**src/rtl/mem_access_unit.sv**
```systemverilog
// Load/store stage: drives the byte-enabled data RAM and the LED/switch registers.
// Optional MEM_ALIGN_CHECK_EN flags misaligned accesses instead of force-aligning them.
module mem_access_unit #(
    parameter int          RAM_AW   = 14,
    parameter logic [31:0] LED_ADDR = 32'hFFFF_FC60,
    parameter logic [31:0] SW_ADDR  = 32'hFFFF_FC70
) (
    input  logic              clock,
    input  logic              reset,
    input  logic              mem_read,
    input  logic              mem_write,
    input  logic [5:0]        mem_opcode,
    input  logic [31:0]       alu_result,
    input  logic [31:0]       store_data,
    output logic [RAM_AW-1:0] ram_addr,
    output logic [31:0]       ram_wdata,
    output logic [3:0]        ram_we,
    input  logic [31:0]       ram_rdata,
    input  logic [23:0]       io_switch,
    output logic [23:0]       io_led,
    output logic [31:0]       load_data,
    output logic              load_valid,
    output logic              stall,
    output logic              misaligned
);

    typedef enum logic [1:0] {IDLE, RD_WAIT, RESP} state_t;

    localparam logic [1:0] SRC_RAM  = 2'd0;
    localparam logic [1:0] SRC_SW   = 2'd1;
    localparam logic [1:0] SRC_ZERO = 2'd2;

    state_t state, state_nxt;

    logic       sz_byte, sz_half, sz_word;
    logic [1:0] eff_off;
    logic       mis_req;
    logic [3:0] lane_mask;
    logic       is_io, led_hit, sw_hit;
    logic       rd_req, wr_req, wr_ok;

    logic [1:0] off_q;
    logic       byte_q, half_q, uns_q;
    logic [1:0] src_q;
    logic [31:0] raw, shifted, fmt;

    logic unused_ok;
    assign unused_ok = &{1'b0, mem_opcode[5:3]};

    // Access size comes from the low opcode bits for both loads and stores
    always_comb begin
        sz_byte = (mem_opcode[1:0] == 2'b00);
        sz_half = (mem_opcode[1:0] == 2'b01);
        sz_word = !sz_byte && !sz_half;
    end

`ifdef MEM_ALIGN_CHECK_EN
    assign mis_req = (sz_half && alu_result[0]) || (sz_word && (alu_result[1:0] != 2'b00));
    assign eff_off = alu_result[1:0];
`else
    assign mis_req = 1'b0;
    always_comb begin
        eff_off = alu_result[1:0];
        if (sz_word)      eff_off = 2'b00;
        else if (sz_half) eff_off = {alu_result[1], 1'b0};
    end
`endif

    always_comb begin
        lane_mask = 4'b1111;
        if (sz_byte)      lane_mask = 4'b0001 << eff_off;
        else if (sz_half) lane_mask = eff_off[1] ? 4'b1100 : 4'b0011;
    end

    always_comb begin
        ram_wdata = store_data;
        if (sz_byte)      ram_wdata = {4{store_data[7:0]}};
        else if (sz_half) ram_wdata = {2{store_data[15:0]}};
    end

    assign ram_addr = alu_result[RAM_AW+1:2];
    assign is_io    = &alu_result[31:10];
    assign led_hit  = is_io && (alu_result[31:2] == LED_ADDR[31:2]);
    assign sw_hit   = is_io && (alu_result[31:2] == SW_ADDR[31:2]);

    // A simultaneous read and write request is served as a read
    assign rd_req = (state == IDLE) && mem_read;
    assign wr_req = (state == IDLE) && mem_write && !mem_read;
    assign wr_ok  = wr_req && !mis_req && !reset;

    assign ram_we = (wr_ok && !is_io) ? lane_mask : 4'b0000;

    always_ff @(posedge clock) begin
        if (reset) state <= IDLE;
        else       state <= state_nxt;
    end

    always_comb begin
        state_nxt = state;
        unique case (state)
            IDLE:    if (mem_read) state_nxt = RD_WAIT;
            RD_WAIT: state_nxt = RESP;
            RESP:    state_nxt = IDLE;
            default: state_nxt = IDLE;
        endcase
    end

    always_ff @(posedge clock) begin
        if (reset) begin
            off_q  <= 2'b00;
            byte_q <= 1'b0;
            half_q <= 1'b0;
            uns_q  <= 1'b0;
            src_q  <= SRC_ZERO;
        end else if (rd_req) begin
            off_q  <= eff_off;
            byte_q <= sz_byte;
            half_q <= sz_half;
            uns_q  <= mem_opcode[2];
            src_q  <= !is_io ? SRC_RAM : (sw_hit ? SRC_SW : SRC_ZERO);
        end
    end

    always_comb begin
        raw = 32'h0;
        unique case (src_q)
            SRC_RAM: raw = ram_rdata;
            SRC_SW:  raw = {8'h00, io_switch};
            default: raw = 32'h0;
        endcase
        shifted = raw >> {off_q, 3'b000};
        fmt = shifted;
        if (byte_q)
            fmt = uns_q ? {24'h0, shifted[7:0]} : {{24{shifted[7]}}, shifted[7:0]};
        else if (half_q)
            fmt = uns_q ? {16'h0, shifted[15:0]} : {{16{shifted[15]}}, shifted[15:0]};
    end

`ifdef MEM_ALIGN_CHECK_EN
    logic mis_q;

    always_ff @(posedge clock) begin
        if (reset)       mis_q <= 1'b0;
        else if (rd_req) mis_q <= mis_req;
    end

    always_ff @(posedge clock) begin
        if (reset)                  load_data <= 32'h0;
        else if (state == RD_WAIT) load_data <= mis_q ? 32'h0 : fmt;
    end

    assign misaligned = !reset && ((wr_req && mis_req) || ((state == RESP) && mis_q));
`else
    always_ff @(posedge clock) begin
        if (reset)                  load_data <= 32'h0;
        else if (state == RD_WAIT) load_data <= fmt;
    end

    assign misaligned = 1'b0;
`endif

    // Only the low three lanes exist in the LED register
    always_ff @(posedge clock) begin
        if (reset) begin
            io_led <= 24'h0;
        end else if (wr_ok && led_hit) begin
            for (int i = 0; i < 3; i++)
                if (lane_mask[i]) io_led[i*8 +: 8] <= ram_wdata[i*8 +: 8];
        end
    end

    always_comb begin
        stall      = !reset && (rd_req || (state == RD_WAIT));
        load_valid = (state == RESP);
    end

endmodule

```
**config.mk**
```make
export PLATFORM = sky130hd
export DESIGN_NAME = mem_access_unit
export DESIGN_NICKNAME = d
export VERILOG_FILES = /design/src/rtl/mem_access_unit.sv
export SDC_FILE = /design/constraint.sdc
export NUM_CORES = 1
export LEC_CHECK = 0
export ABC_AREA = 1
export ABC_CLOCK_PERIOD_IN_PS = 1700
export CAP_MARGIN = 20
export CORE_MARGIN = 8
export CORE_UTILIZATION = 40
export CTS_BUF_LIST = sky130_fd_sc_hd__clkbuf_8 sky130_fd_sc_hd__clkbuf_16
export DETAILED_ROUTE_END_ITERATION = 6
export PLACE_DENSITY = 0.87
export SYNTH_ARGS = -nofsm -noshare
export SYNTH_HDL_FRONTEND = slang
export SYNTH_SLANG_ARGS = --single-unit
```
**constraint.sdc**
```tcl
create_clock -name clock -period 1.7 [get_ports clock]
set_clock_uncertainty 0.2 [all_clocks]
set_input_delay 0.34 -clock clock [delete_from_list [all_inputs] [get_ports clock]]
set_output_delay 0.34 -clock clock [all_outputs]
set_load 0.01 [all_outputs]
```
## Word-level counts from Yosys, hierarchy flattened

Cells that the tools add are included.

- Bits in registers: 65
- Input port bits: 130
- Word-level logic and storage cells: 59

- Equality and inequality tests: 7
- Shift-type cells: 2
- Muxes and demuxes: 17
- Reduce and logical (&&, ||, !) cells: 23

Operator list:

| cell | number |
|---|---|
| 32-bit 2-to-1 mux | 6 |
| 32-bit case mux with 2 select lines | 1 |
| 30-bit == test, second input constant | 2 |
| 32-bit by 5-bit >> shifter with 32-bit output | 1 |
| 22-bit AND reduction | 1 |
| 4-bit 2-to-1 mux | 4 |
| 1-bit logical AND | 10 |
| 2-bit 2-to-1 mux | 4 |
| 2-bit by 1-bit == test with 1-bit output, second input constant | 3 |
| 2-bit zero test | 3 |
| 2-bit AND reduction | 3 |
| 1-bit zero test | 5 |
| 2-bit case mux with 2 select lines | 1 |
| 1-bit by 2-bit << shifter with 4-bit output, first input constant | 1 |
| 2-bit == test, second input constant | 1 |
| 2-bit inequality test, second input constant | 1 |
| 1-bit logical OR | 1 |
| 1-bit 2-to-1 mux | 1 |

## Logic depth before layout (Yosys ltp)

- Depth after elaboration: 8
- Gate-level depth with buffers: 12
- Depth with buffers taken out: 11

## Worst setup path before layout

OpenSTA, ideal clock, no wires.

- Kind: register -> output
- Start point: register state[0]
- End point: output port stall
- Data arrival time: 1.206 ns
- Slack: -0.046 ns
- Cell stages (with the launch flop): 6
- Path through: dfxtp_1 -> inv_1 -> nor2_1 -> buf_2 -> inv_1 -> o21ai_0

- Cells in the longest elaborated chain, start to end: 4

Ends and longest elaborated chain:

| item | RTL line | source |
|---|---|---|
| start: declaration | 33 | `state_t state, state_nxt;` |
| start signal: assignment | 95 | `else state <= state_nxt;` |
| 2-bit zero test | 87 | `assign rd_req = (state == IDLE) && mem_read;` |
| 1-bit logical AND | 87 |  |
| 1-bit logical OR * | 173 | `stall = !reset && (rd_req \|\| (state == RD_WAIT));` |
| 1-bit logical AND * | 173 |  |
| end: declaration | 23 | `output logic stall,` |

Mark *: on every way between the ends. The rest lies on a longest branch, timed or not.

## Worst setup path after layout

- Start point: register state[0]
- End point: output port ram_we[3]

- Cells in the longest elaborated chain, start to end: 6

Ends and longest elaborated chain:

| item | RTL line | source |
|---|---|---|
| 2-bit zero test | 88 | `assign wr_req = (state == IDLE) && mem_write && !mem_read;` |
| 1-bit logical AND (2 in series) | 88 |  |
| 1-bit logical AND | 89 | `assign wr_ok = wr_req && !mis_req && !reset;` |
| 1-bit logical AND | 91 | `assign ram_we = (wr_ok && !is_io) ? lane_mask : 4'b0000;` |
| 4-bit 2-to-1 mux | 91 |  |
| end: declaration | 17 | `output logic [3:0] ram_we,` |

Every way passes these cells.

==> results.toml <==
[layout]
num_antenna_cells = 0
area_growth_pct = 75.7
nFillCells = 834
layout_common_cells = "nand2_1 (221), clkdlybuf4s50_1 (94), dlygate4sd2_1 (92)"
nNetsFinal = 1165
final_common_cell = "nand2_1"
layout-drive-gt1-share_pct = 28.0

[logic_synthesis]
synth.area.mux_share_pct = 0.223
synth_top_family_by_area = "simple AND/OR/NAND/NOR gates"
synth_compound_area_share_pct = 9.35
synth-adder-area-share_pct = 0
yosysSeqAreaShare_pct = 28.9
synth_simple_gate_area_share_pct = 46.1
syn_area_sq_mm = 0.00450
synth_xor_area_share_pct = 0
yosys_warnings = 0
syn_nets = 872
avgSynthCellArea_sq_um = 6.06
netlist_instances = 742
yosysUniqueCellTypes = 35
ys_ff_latch = 65

[critical_path]
start_kind = "flop"
worstPathCellList = "inv_2 -> nand2_4 -> nor2_4 -> nand2_4 -> nor3_4 -> buf_2"
worstSetupPathType = "reg2out"
critPathArrivalTime_ps = 1380
rrSetupSlack_ps = -150
required_ps = 1160
cp_common_cell = "nand2_4"
crit_fanout = 4
cpMaxStageDelayCell = "dfxtp_1"
critPathMaxStageDelay_ps = 320
endpoint_kind = "primary output"

[global_route]
grt_usage_pct = 24.6
grt_pass1_vias = 5908
overflow = 0
grt_pass1_wl_um = 28800
antenna_found_initial = 0
grt_max_degree = 49

[timing]
setup_viol = 47
setup_tns_ps = -4050
rsz0062_at_grt = "true"
drv_slew = 0
fin_crit_ps = 1920
fin_ws_ps = -220
hold_viol_final = 0
timing.slew.headroom_pct = 64.0
tightestPinTransition_ps = 540
fin_crit_sh_pct = 113
clock.fmax_mhz = 521

[floorplan]
die_area_sq_mm = 0.0149
row_count = 38
die_height_um = 122
core_region_area_sq_mm = 0.0109
die-width_um = 122
initial_utilization_pct = 41.3
ios = 239

[clocking]
ctsLongestPathBuffers = 2
ctsHoldBuffers = 0
clkSinkCount = 65
clk_pin_slew_ps = 70
cts_inserted_buffers = 9
ctsRootBufferMaster = "clkbuf_8"
htreeDepth = 3
cts_tree = "done"
clock_latency_ps = 350

[drt]
wl_met2_um = 10500
maxUsedRoutingLayer = "met4"
first_pass_iters = 7
drtIter0Drc = 493
avgViaCountPerCell = 5.16
postRouteAntennaNets = 0
wirelength_met1_um = 6830
drc = 0
num_vias = 6085
wl_per_cell_um = 17.4
wirelength_um = 20600
wl_met3_um = 2230

[power_and_ir_drop]
cellLeakagePower_nw = 4.06
vdd_ir_drop_max_v = 0.000411
p_per_area_mw_per_mm2 = 596
power_w = 0.00471

[placed_design]
dp_hpwl_um = 14300
gp_congestion = 0.912
place_ws_ps = -966
portBuffers = 234

[run_status]
violations = "setup timing"
outcome = "finished, violations left"

[job]
cap_violations = 0

[hold_path]
min-delay-path-class = "reg2reg"
[through the flow]
stage / util [%] / instance area [sq um] / hold WS, ps / instances
CTS: 68.2 / 7430 / 279 / 1162
floorplan: - / 4500 / 245 / 742
global placement: 66.3 / 7220 / 262 / 1134
global route: 72.6 / 7900 / 333 / 1180
finish: 72.6 / 7900 / 283 / 1180
detailed placement: 66.3 / 7220 / 270 / 1134
[where the power goes]
group	switching, W	internal [W]	leakage (nW)	total [W]
Clock	0.000617	0.000812	0.110	0.00143
Sequential	0.0000392	0.00159	0.532	0.00163
Combinational	0.000850	0.000804	3.42	0.00165
[registers in the layout (all words and copies together) (netlist names)]
name,count
byte_q,1
half_q,1
io_led,24
load_data,32
off_q,2
src_q,2
state,2
uns_q,1
[cell usage after synthesis]
| library cell | n | area (sq um) |
|---|---|---|
| nand3_2 | 5 | 50.1 |
| clkinv_2 | 1 | 5.00 |
| nor2_4 | 4 | 45.0 |
| conb_1 | 1 | 3.75 |
| buf_4 | 26 | 195 |
| o21ai_0 | 26 | 130 |
| buf_12 | 2 | 40.0 |
| a21oi_1 | 11 | 55.1 |
| clkbuf_1 | 9 | 33.8 |
| o31ai_1 | 1 | 7.51 |
| dfxtp_1 | 65 | 1300 |
| inv_4 | 1 | 6.26 |
| nand3_4 | 1 | 17.5 |
| buf_2 | 12 | 60.1 |
| nor3_1 | 5 | 25.0 |
| nand2_2 | 14 | 87.6 |
| nor2_1 | 105 | 394 |
| o21bai_1 | 1 | 7.51 |
| a21oi_2 | 16 | 140 |
| nand4_1 | 11 | 68.8 |
| mux2i_1 | 1 | 10.0 |
| inv_2 | 2 | 7.51 |
| buf_6 | 8 | 90.1 |
| o211ai_1 | 7 | 52.6 |
| o21ai_2 | 1 | 8.76 |
| nor2_2 | 2 | 12.5 |
| or2_2 | 2 | 12.5 |
| buf_1 | 3 | 11.3 |
| o221ai_1 | 1 | 8.76 |
| o21ai_1 | 2 | 10.0 |
| inv_1 | 62 | 233 |
| nand2_4 | 3 | 33.8 |
| nand3_1 | 73 | 365 |
| nand2_1 | 256 | 961 |
| clkinv_1 | 2 | 7.51 |
[layout make-up]
class / instances / area [sq um] / area share, %
clock inverter: 7 / 86.3 / 1.09
inverter: 68 / 273 / 3.45
timing repair buffer: 339 / 3080 / 38.9
clock buffer: 9 / 124 / 1.57
tap: 140 / 175 / 2.22
multi-input combinational: 552 / 2860 / 36.2
sequential: 65 / 1310 / 16.6
[layer usage]
layer | GRT usage, % | up-vias
met5 | 0 | -
met1 | 23.5 | 2749
met4 | 11.2 | 0
met3 | 9.72 | 71
met2 | 45.3 | 362
li1 | - | 2903
[cell families after synthesis]
family                 Yosys count
buffers and inverters          128
flip-flops                      65
multiplexers                     1
AO/OA/AOI/OAI                   66
other                            1
AND/OR/NAND/NOR                481
[critical path, delay by kind of cell (launching register included)]
| kind | cells | cell delay (ps) |
|---|---|---|
| buffers and inverters | 2 | 230 |
| flip-flops | 1 | 320 |
| AND/OR/NAND/NOR | 4 | 480 |
[what timing repair did]
action                                  CTS  global route
gates cloned                              3             2
pin swaps                                23            33
setup buffers                            10            17
resized for setup                       281           117
endpoints found under the setup margin  150            72
[path summary, 6_finish.rpt]
| check | start | to | cells past startpoint |
|---|---|---|---|
| max | state[0] | ram_we[3] | 6 |
| min | half_q | half_q | 2 |
| max reg2reg | state[0] | io_led[21] | 12 |
| min reg2reg | half_q | half_q | 2 |
Power figures use the tool's default switching activity.
